===== src/rtl/alu_op_sequencer.sv =====
// Multi-cycle controller driving the shared ALU and single-read-port register file.
// Optional retired-instruction counter enabled by defining ALU_SEQ_PERF_EN.
module alu_op_sequencer #(
  parameter int DW  = 8,
  parameter int AW  = 3,
  parameter int OPW = 2,
  parameter int PCW = 16
) (
  input  logic           clk,
  input  logic           rst,
  input  logic           instr_valid,
  output logic           instr_ready,
  input  logic [OPW-1:0] instr_op,
  input  logic [AW-1:0]  instr_rd,
  input  logic [AW-1:0]  instr_rs1,
  input  logic [AW-1:0]  instr_rs2,
  output logic [AW-1:0]  rf_read_addr,
  input  logic [DW-1:0]  rf_read_data,
  output logic           rf_we,
  output logic [AW-1:0]  rf_write_addr,
  output logic [DW-1:0]  alu_a,
  output logic [DW-1:0]  alu_b,
  output logic [OPW-1:0] alu_opcode,
  input  logic [DW-1:0]  alu_result,
  output logic           done,
  output logic [DW-1:0]  result,
  output logic           busy,
  output logic [PCW-1:0] retired_count
);

  typedef enum logic [2:0] {S_IDLE, S_RD_A, S_RD_B, S_EXEC, S_WB} state_t;

  state_t         state, state_nxt;
  logic [OPW-1:0] op_q, opc_q;
  logic [AW-1:0]  rd_q, rs1_q, rs2_q;
  logic [DW-1:0]  a_q, b_q, res_q;

  always_ff @(posedge clk or posedge rst) begin
    if (rst) begin
      state <= S_IDLE;
      op_q  <= '0;
      opc_q <= '0;
      rd_q  <= '0;
      rs1_q <= '0;
      rs2_q <= '0;
      a_q   <= '0;
      b_q   <= '0;
      res_q <= '0;
    end else begin
      state <= state_nxt;
      case (state)
        S_IDLE: if (instr_valid) begin
          op_q  <= instr_op;
          rd_q  <= instr_rd;
          rs1_q <= instr_rs1;
          rs2_q <= instr_rs2;
        end
        S_RD_A: a_q <= rf_read_data;
        S_RD_B: begin
          b_q   <= rf_read_data;
          opc_q <= op_q;
        end
        // result is visible alongside done and held until the next write-back
        S_EXEC: res_q <= alu_result;
        default: ;
      endcase
    end
  end

  always_comb begin
    state_nxt     = state;
    instr_ready   = 1'b0;
    busy          = 1'b1;
    rf_read_addr  = '0;
    rf_we         = 1'b0;
    rf_write_addr = '0;
    done          = 1'b0;
    case (state)
      S_IDLE: begin
        instr_ready = 1'b1;
        busy        = 1'b0;
        if (instr_valid) state_nxt = S_RD_A;
      end
      S_RD_A: begin
        rf_read_addr = rs1_q;
        state_nxt    = S_RD_B;
      end
      S_RD_B: begin
        rf_read_addr = rs2_q;
        state_nxt    = S_EXEC;
      end
      S_EXEC: state_nxt = S_WB;
      S_WB: begin
        rf_we         = 1'b1;
        rf_write_addr = rd_q;
        done          = 1'b1;
        state_nxt     = S_IDLE;
      end
      default: state_nxt = S_IDLE;
    endcase
  end

  assign alu_a      = a_q;
  assign alu_b      = b_q;
  assign alu_opcode = opc_q;
  assign result     = res_q;

`ifdef ALU_SEQ_PERF_EN
  logic [PCW-1:0] cnt_q;
  always_ff @(posedge clk or posedge rst) begin
    if (rst)                cnt_q <= '0;
    else if (state == S_WB) cnt_q <= cnt_q + 1'b1;
  end
  assign retired_count = cnt_q;
`else
  assign retired_count = '0;
`endif

endmodule


===== config.mk =====
export PLATFORM = sky130hd
export DESIGN_NAME = alu_op_sequencer
export DESIGN_NICKNAME = d
export VERILOG_FILES = /design/src/rtl/alu_op_sequencer.sv
export SDC_FILE = /design/constraint.sdc
export NUM_CORES = 1
export LEC_CHECK = 0
export ABC_CLOCK_PERIOD_IN_PS = 1800
export CAP_MARGIN = 10
export CORE_ASPECT_RATIO = 0.8
export CORE_UTILIZATION = 41
export CTS_CLUSTER_DIAMETER = 30
export DETAILED_ROUTE_END_ITERATION = 8
export GPL_TIMING_DRIVEN = 1
export PLACE_DENSITY = 0.8
export REMOVE_ABC_BUFFERS = 1
export SYNTH_ARGS = -nofsm -noshare
export SYNTH_HDL_FRONTEND = slang
export SYNTH_SLANG_ARGS = --single-unit
export TNS_END_PERCENT = 50

===== constraint.sdc =====
create_clock -name clk -period 1.8 [get_ports clk]
set_input_delay 0.18 -clock clk [delete_from_list [all_inputs] [get_ports clk]]
set_output_delay 0.18 -clock clk [all_outputs]
set_load 0.005 [all_outputs]

# == After elaboration in Yosys (flattened, before gate mapping) ==
# Cells that the tools add are included.
# word_totals
reg_bits,40
input_bits,30
out_inout_bits,52
# op_classes
eq_ne,5
mux,7
n_reduce_logical,2
# ops
cell,n
3-bit one-hot mux with 4 select lines,1
"3-bit by 2-bit equality test with 1-bit output, second input constant",2
3-bit two-way mux,2
3-bit one-hot mux with 2 select lines,1
"3-bit by 1-bit equality test with 1-bit output, second input constant",1
"3-bit equality test, second input constant",1
3-bit logical NOT,1
1-bit two-way mux,3
"2-bit != test, second input constant",1
2-bit AND reduction,1

# == Logic depth before layout (Yosys ltp) ==
# Gate-level depths: netlist of run 1.
# depth
ltp_word,2
ltp_mapped,4

# == Worst setup path before layout of run 1 ==
# OpenSTA, ideal clock, no wires.
# synth_timing
kind,register to register
start,register state[1]
end,register op_q[0]
setup_time_ns,0.125
arrival_time_ns,1.281
required_time_ns,1.675
setup_slack_ns,0.394
path_stages_with_launch,4
n_path_buf,1
path_cell_list,dfrtp_1 > nor4b_2 > buf_4 > mux2_2
# synth_via
elab_chain_len,2
# synth_lines
element,line,rtl
"start, declared",33,"state_t state, state_nxt;"
"start signal, assigned",50,state <= state_nxt;
3-bit logical NOT,51,case (state)
2-bit AND reduction (no source line),n/a,
"end signal, assigned",53,op_q <= instr_op;
"end, declared",34,"logic [OPW-1:0] op_q, opc_q;"
# Every way passes these cells.
# A chain may end at the register's enable or synchronous reset.

# == Final worst setup path of run 1 ==
# layout_timing
start,register state[0]
end,register opc_q[0] (netlist: alu_opcode[0])
# layout_via
elab_chain_len,1
# layout_lines
element,line,rtl
3-bit by 2-bit equality test with 1-bit output,51,
"end signal, assigned",61,opc_q <= op_q;
"end, declared",34,
# Every way passes these cells.

==> impl_metrics.tcl, run 1 <==
set metrics [dict create \
    outcome "finished, final reports clean" \
    port_buffers 65 \
    worstPathMaxFanout 6 \
    post-route-min-period_ns 1.78 \
    ff_latch_area_um2 1000 \
    path_cells "buf_4 -> buf_4 -> buf_4 -> nor3b_4 -> buf_4 -> mux2_2" \
    fillers 301 \
    crit_arrival_ns 1.95 \
    hpwlAfterDp_um 2620 \
    root_buffer "clkbuf_8" \
    grt_pass1_wl_um 5730 \
    synth.distinct_cells 18 \
    clk_latency_ns 0.28 \
    powerDensity_nw_per_um2 1790 \
    vias 1216 \
    maxCapViolCount 0 \
    layout.nets 235 \
    syn_area_um2 1750 \
    coreArea_um2 3930 \
    detail_route.first_pass.iterations 4 \
    yosysWarnings 0 \
    fin_crit_sh 0.991 \
    rr_startpoint "state[0]$_DFFE_PP0P_" \
    hp-class "input pin to asynchronous set/reset pin" \
    final_area_um2 2630 \
    final_cell_mix "61 x clkdlybuf4s50_1, 37 x mux2_2, 37 x dfrtp_1" \
    worstReg2RegEnd "alu_opcode[0]$_DFFE_PP0N_" \
    synth_top_cell_by_area "dfrtp_1" \
    max_stage_delay_ns 0.45 \
    path_buf_inv 4 \
    final_antenna_net_count 0 \
    worstSetupStartpointType "register" \
    drt_wl_total_um 3820 \
    power_leakage_nw 1.16 \
    grt_max_degree 41 \
    ff2ff_path_depth 6 \
    max_slew_margin 0.666 \
    viasPerCell 4.68 \
    die_w_um 75.0 \
    crit_type "register to register" \
    cts_made_buffers 5 \
    finClkSkew_ns 0.00979 \
    grt_pass1_vias 1238 \
    die_area_um2 4530 \
    syn_area_per_cell_um2 13.9 \
    drt-initial-drc-count 51 \
    track_usage 0.178 \
    clkSinkCount 40 \
    ys_top_cells_by_area "dfrtp_1 57%, mux2_2 24%, buf_4 7.7%" \
    cts_tree "yes" \
    num_io_pins 82 \
    r2r_slack_ns 0.02 \
    drive_gt1_frac 0.322 \
    clk_pin_slew_ns 0.08 \
    cpMostUsedCell "buf_4" \
    overflow 0 \
    wl_per_cell_um 14.7 \
    yosysSeqAreaShare 0.572 \
    multi_input_area_um2 664 \
    tns_ns 0 \
    htreeDepth 2 \
    n_antenna_cell 0 \
    hold_viol 0 \
    clock_path_buffers 2 \
    final_common_cell "clkdlybuf4s50_1" \
    drc 0 \
    worstSetupEndpointType "register" \
    place_area_um2 2400 \
    chipHeight_um 60.4 \
    netlist_instances 126 \
    crit_required_ns 1.97 \
    setup_viol 0 \
    timing.fmax_ghz 0.561 \
    slowest_stage "dfrtp_2" \
    ys_ff_latch 40 \
    crit_family "buffers and inverters" \
    row_count 20 \
    tightest_slew_ns 0.501 \
    synth_top_cell_area_share 0.572 \
    globalplace.congestion 0.728 \
    peakVddDrop_mv 0.970 \
    antenna_found_initial 0 \
    slew_viol_final 0 \
    start_util 0.445 \
    area_growth_pct 50.4 \
]
==> worst max path at each step <==
stage | startpoint | end | slack [ns] | cells after the start
floorplan | state[1]$_DFFE_PP0P_ | alu_b[0]$_DFFE_PP0N_ | -0.14 | 2
global placement | state[1]$_DFFE_PP0P_ | instr_ready | 0.18 | 3
detailed placement | state[0]$_DFFE_PP0P_ | rf_read_addr[2] | 0.13 | 3
CTS | state[0]$_DFFE_PP0P_ | rf_read_addr[2] | -0.002 | 3
global route | state[0]$_DFFE_PP0P_ | alu_opcode[0]$_DFFE_PP0N_ | -0.04 | 6
finish | state[0]$_DFFE_PP0P_ | alu_opcode[0]$_DFFE_PP0N_ | 0.02 | 6
==> timing repair <==
action	4_1_cts	5_1_grt
buffers inserted	9	0
gates resized for setup	11	6
cloned	0	1
hold buffers	0	0
pin swaps	1	1
setup endpoints to repair	10	16
==> Yosys cell counts (all sizes together) <==
| library cell | count |
|---|---|
| dfrtp | 40 |
| mux2 | 37 |
| buf | 19 |
| nand3b | 7 |
| a21oi | 3 |
| and3 | 3 |
| clkbuf | 3 |
| inv | 3 |
| nor2 | 3 |
| nor3b | 2 |
| and2 | 1 |
| conb | 1 |
| nor3 | 1 |
| nor4b | 1 |
| or3 | 1 |
| xnor2 | 1 |
==> kinds of logic after synthesis <==
group / Yosys count / synth area share
flops: 40 / 0.572
mux: 37 / 0.238
buf+inv: 25 / 0.0930
simple gates: 19 / 0.0808
compound gates: 3 / 0.00858
xor+xnor: 1 / 0.00501
other cells: 1 / 0.00214
==> stage by stage <==
stage	setup slack [ns]	cells	utilization	power [W]	hold slack, ns
2_1_floorplan	-0.141	119	-	0.00257	0.331
3_3_place_gp	0.181	243	0.612	0.00357	0.484
3_5_place_dp	0.134	243	0.612	0.00369	0.491
4_1_cts	-0.00240	259	0.663	0.00466	0.317
5_1_grt	-0.0404	260	0.669	0.00499	0.343
6_report	0.0162	260	0.669	0.00470	0.309
==> routing by layer <==
layer  up-vias  share of wire  GRT usage
met5         -              0          0
met4         0          0.023     0.0889
met3         8          0.060     0.0565
met2        58           0.51      0.311
met1       591           0.41      0.197
li1        559              -          -
==> registers in the layout, indices dropped and copies added (netlist names) <==
name / flops
alu_a: 8
alu_b: 8
result: 8
rd_q: 3
rs1_q: 3
rs2_q: 3
state: 3
alu_opcode: 2
op_q: 2
==> worst reg2reg max path, cell delays in order, from the launching register on <==
cell     delay, ns
dfrtp_2       0.45
buf_4         0.17
buf_4         0.13
buf_4         0.14
nor3b_4       0.23
buf_4         0.20
mux2_2        0.35
==> layout make-up <==
class	count	area share
clock inverter	2	0.0228
multi-input combinational	76	0.253
sequential	40	0.382
clock buffer	5	0.0262
timing repair buffer	79	0.286
tap	55	0.0262
inverter	3	0.00428
==> power breakdown <==
group          switching (W)  internal, W
clock network       0.000292     0.000546
logic               0.000750      0.00146
registers           0.000277      0.00138
(Power assumes the default switching activity.)
==> inputs of run 2 (changes only) <==
TNS_END_PERCENT = not set   (was 50)
==> results of run 2 <==
Same layout as run 1: the final DEF is identical, and so are final timing and power.
==> inputs of run 3 (changes only) <==
ABC_CLOCK_PERIOD_IN_PS = 1600   (was 1800)
CORE_UTILIZATION = 37   (was 41)
PLACE_DENSITY = 0.76   (was 0.8)
clock period = 1.6 ns   (was 1.8 ns; I/O delays follow)
==> run 3 against run 2 <==
Against the previous run: critical path type unchanged; the flow now finishes with violations (negative setup slack); largest cell class unchanged; register-to-register slack worse by 0.07 ns; final cell count up 4.2%; setup slack worse by 0.075 ns.
==> impl_metrics.tcl, run 3 (synthesis gave the netlist of run 1 again) <==
set metrics [dict create \
    die_area_um2 5010 \
    grt_pass1_wl_um 6670 \
    maxCapViolCount 0 \
    timing.fmax_ghz 0.603 \
    setup_slack_ns -0.0583 \
    ff_latch_area_um2 1000 \
    coreArea_um2 4360 \
    finalPower_w 0.00551 \
    hp-class "input pin to asynchronous set/reset pin" \
    top_usage_layer "met2" \
    numPlacedInstances 252 \
    overflow 0 \
    post-route-min-period_ns 1.66 \
    clkSinkCount 40 \
    r2r_slack_ns -0.06 \
    clk_latency_ns 0.30 \
    final_antenna_net_count 0 \
    final_cell_mix "55 x clkdlybuf4s50_1, 38 x dfrtp_1, 26 x mux2_2" \
    num_io_pins 82 \
    fin_crit_sh 1.04 \
    track_usage 0.184 \
    ff2ff_path_depth 5 \
    vias 1263 \
    crit_type "register to register" \
    port_buffers 65 \
    rr_startpoint "state[0]$_DFFE_PP0P_" \
    layout.nets 243 \
    hold_viol 0 \
    power_leakage_nw 1.24 \
    fillers 333 \
    setup_viol 11 \
    cts_tree "yes" \
    powerDensity_nw_per_um2 2000 \
    htreeDepth 2 \
    n_antenna_cell 0 \
    worstSetupEndpointType "register" \
    met1_usage 0.197 \
    place_area_um2 2470 \
    wl_per_cell_um 15.8 \
    drc 0 \
    finClkSkew_ns 0.00395 \
    holdWs_ns 0.279 \
    worstPathMaxFanout 6 \
    multi_input_area_um2 727 \
    area_growth_pct 57.0 \
    cts_hold_buf 0 \
    final_area_um2 2750 \
    peakVddDrop_mv 0.817 \
    violations "negative setup slack" \
    worstSetupStartpointType "register" \
    globalplace.congestion 0.740 \
    clock_path_buffers 2 \
    gr-usage-met2 0.325 \
    rsz0062_at_grt "yes" \
    drt-initial-drc-count 29 \
    drt_wl_total_um 4290 \
    crit_arrival_ns 1.84 \
    chipHeight_um 63.5 \
    start_util 0.401 \
    setup.worst_path.end "op_q[1]$_DFFE_PP0P_" \
    row_count 21 \
    cts_made_buffers 5 \
    grt_max_degree 41 \
    tns_ns -0.495 \
    final_common_cell "clkdlybuf4s50_1" \
    detail_route.first_pass.iterations 4 \
    startpoint "state[0]$_DFFE_PP0P_" \
    crit_required_ns 1.78 \
    antenna_found_initial 0 \
    grt_pass1_vias 1344 \
    grt_use_met3 0.0652 \
    die_w_um 78.9 \
    viasPerCell 4.66 \
    drive_gt1_frac 0.383 \
    outcome "finished with violations" \
    root_buffer "clkbuf_8" \
    worstReg2RegEnd "op_q[1]$_DFFE_PP0P_" \
    clk_pin_slew_ns 0.07 \
    hpwlAfterDp_um 2900 \
    final_cells 271 \
    slew_viol_final 0 \
]
-- run 3: changes by cell type in the layout (fill, tap and decap cells not counted), sizes merged --
cell           before  now
buf                14   23
clkdlybuf4s50      61   55
clkbuf              5    9
clkdlybuf4s15       0    4
bufinv              2    0
clkinv              0    2
dlygate4sd2         3    2
dlymetal6s2s        1    0
-- run 3: layout make-up --
cell class / instances / area share
Tap cell: 57 / 0.0260
Timing Repair Buffer: 87 / 0.306
Clock buffer: 6 / 0.0301
Sequential cell: 40 / 0.365
Clock inverter: 2 / 0.00364
Multi-Input combinational cell: 76 / 0.265
Inverter: 3 / 0.00410
-- run 3: power breakdown --
part | leakage, nW | switching [W] | total (W) | internal [W]
sequential | 0.470 | 0.000326 | 0.00187 | 0.00155
combinational | 0.714 | 0.000999 | 0.00295 | 0.00195
clock | 0.0510 | 0.000339 | 0.000683 | 0.000344
-- run 3: what timing repair did --
| item | in CTS | in global routing |
|---|---|---|
| gates cloned | 2 | 0 |
| endpoints found under the hold margin | 0 | 0 |
| setup endpoints to repair | 22 | 34 |
| pin swaps | 2 | 1 |
| buffers inserted | 4 | 5 |
| resized for setup | 42 | 14 |
-- run 3: worst min-delay path by stage --
stage	startpoint	endpoint	slack, ns	depth (start not counted)
after CTS	rst	alu_b[2]$_DFFE_PP0N_	0.29	3
after floorplan	alu_result[0]	result[0]$_DFFE_PP0N_	0.31	1
final	rst	alu_b[2]$_DFFE_PP0N_	0.28	3
after global routing	rst	result[5]$_DFFE_PP0N_	0.31	3
after global placement	result[0]$_DFFE_PP0N_	result[0]$_DFFE_PP0N_	0.49	1
after detailed placement	alu_a[2]$_DFFE_PP0N_	alu_a[2]$_DFFE_PP0N_	0.49	1
-- run 3: worst max-delay path: stages (launching register included) --
cell	delay (ns)
dfrtp_2	0.44
buf_6	0.13
buf_6	0.12
nor4b_4	0.35
buf_6	0.20
mux2_4	0.31
-- run 3: per-stage QoR --
stage          utilization  setup WS, ns
6_report             0.630       -0.0583
3_5_place_dp         0.567       -0.0395
2_1_floorplan            -        -0.341
4_1_cts              0.615       -0.0986
3_3_place_gp         0.567        0.0485
5_1_grt              0.630       -0.0869
-- run 3: metal layers --
layer,up-vias,part of all wire
met3,15,0.058
met5,-,0
met4,0,0.028
met2,56,0.52
met1,625,0.40
li1,567,-
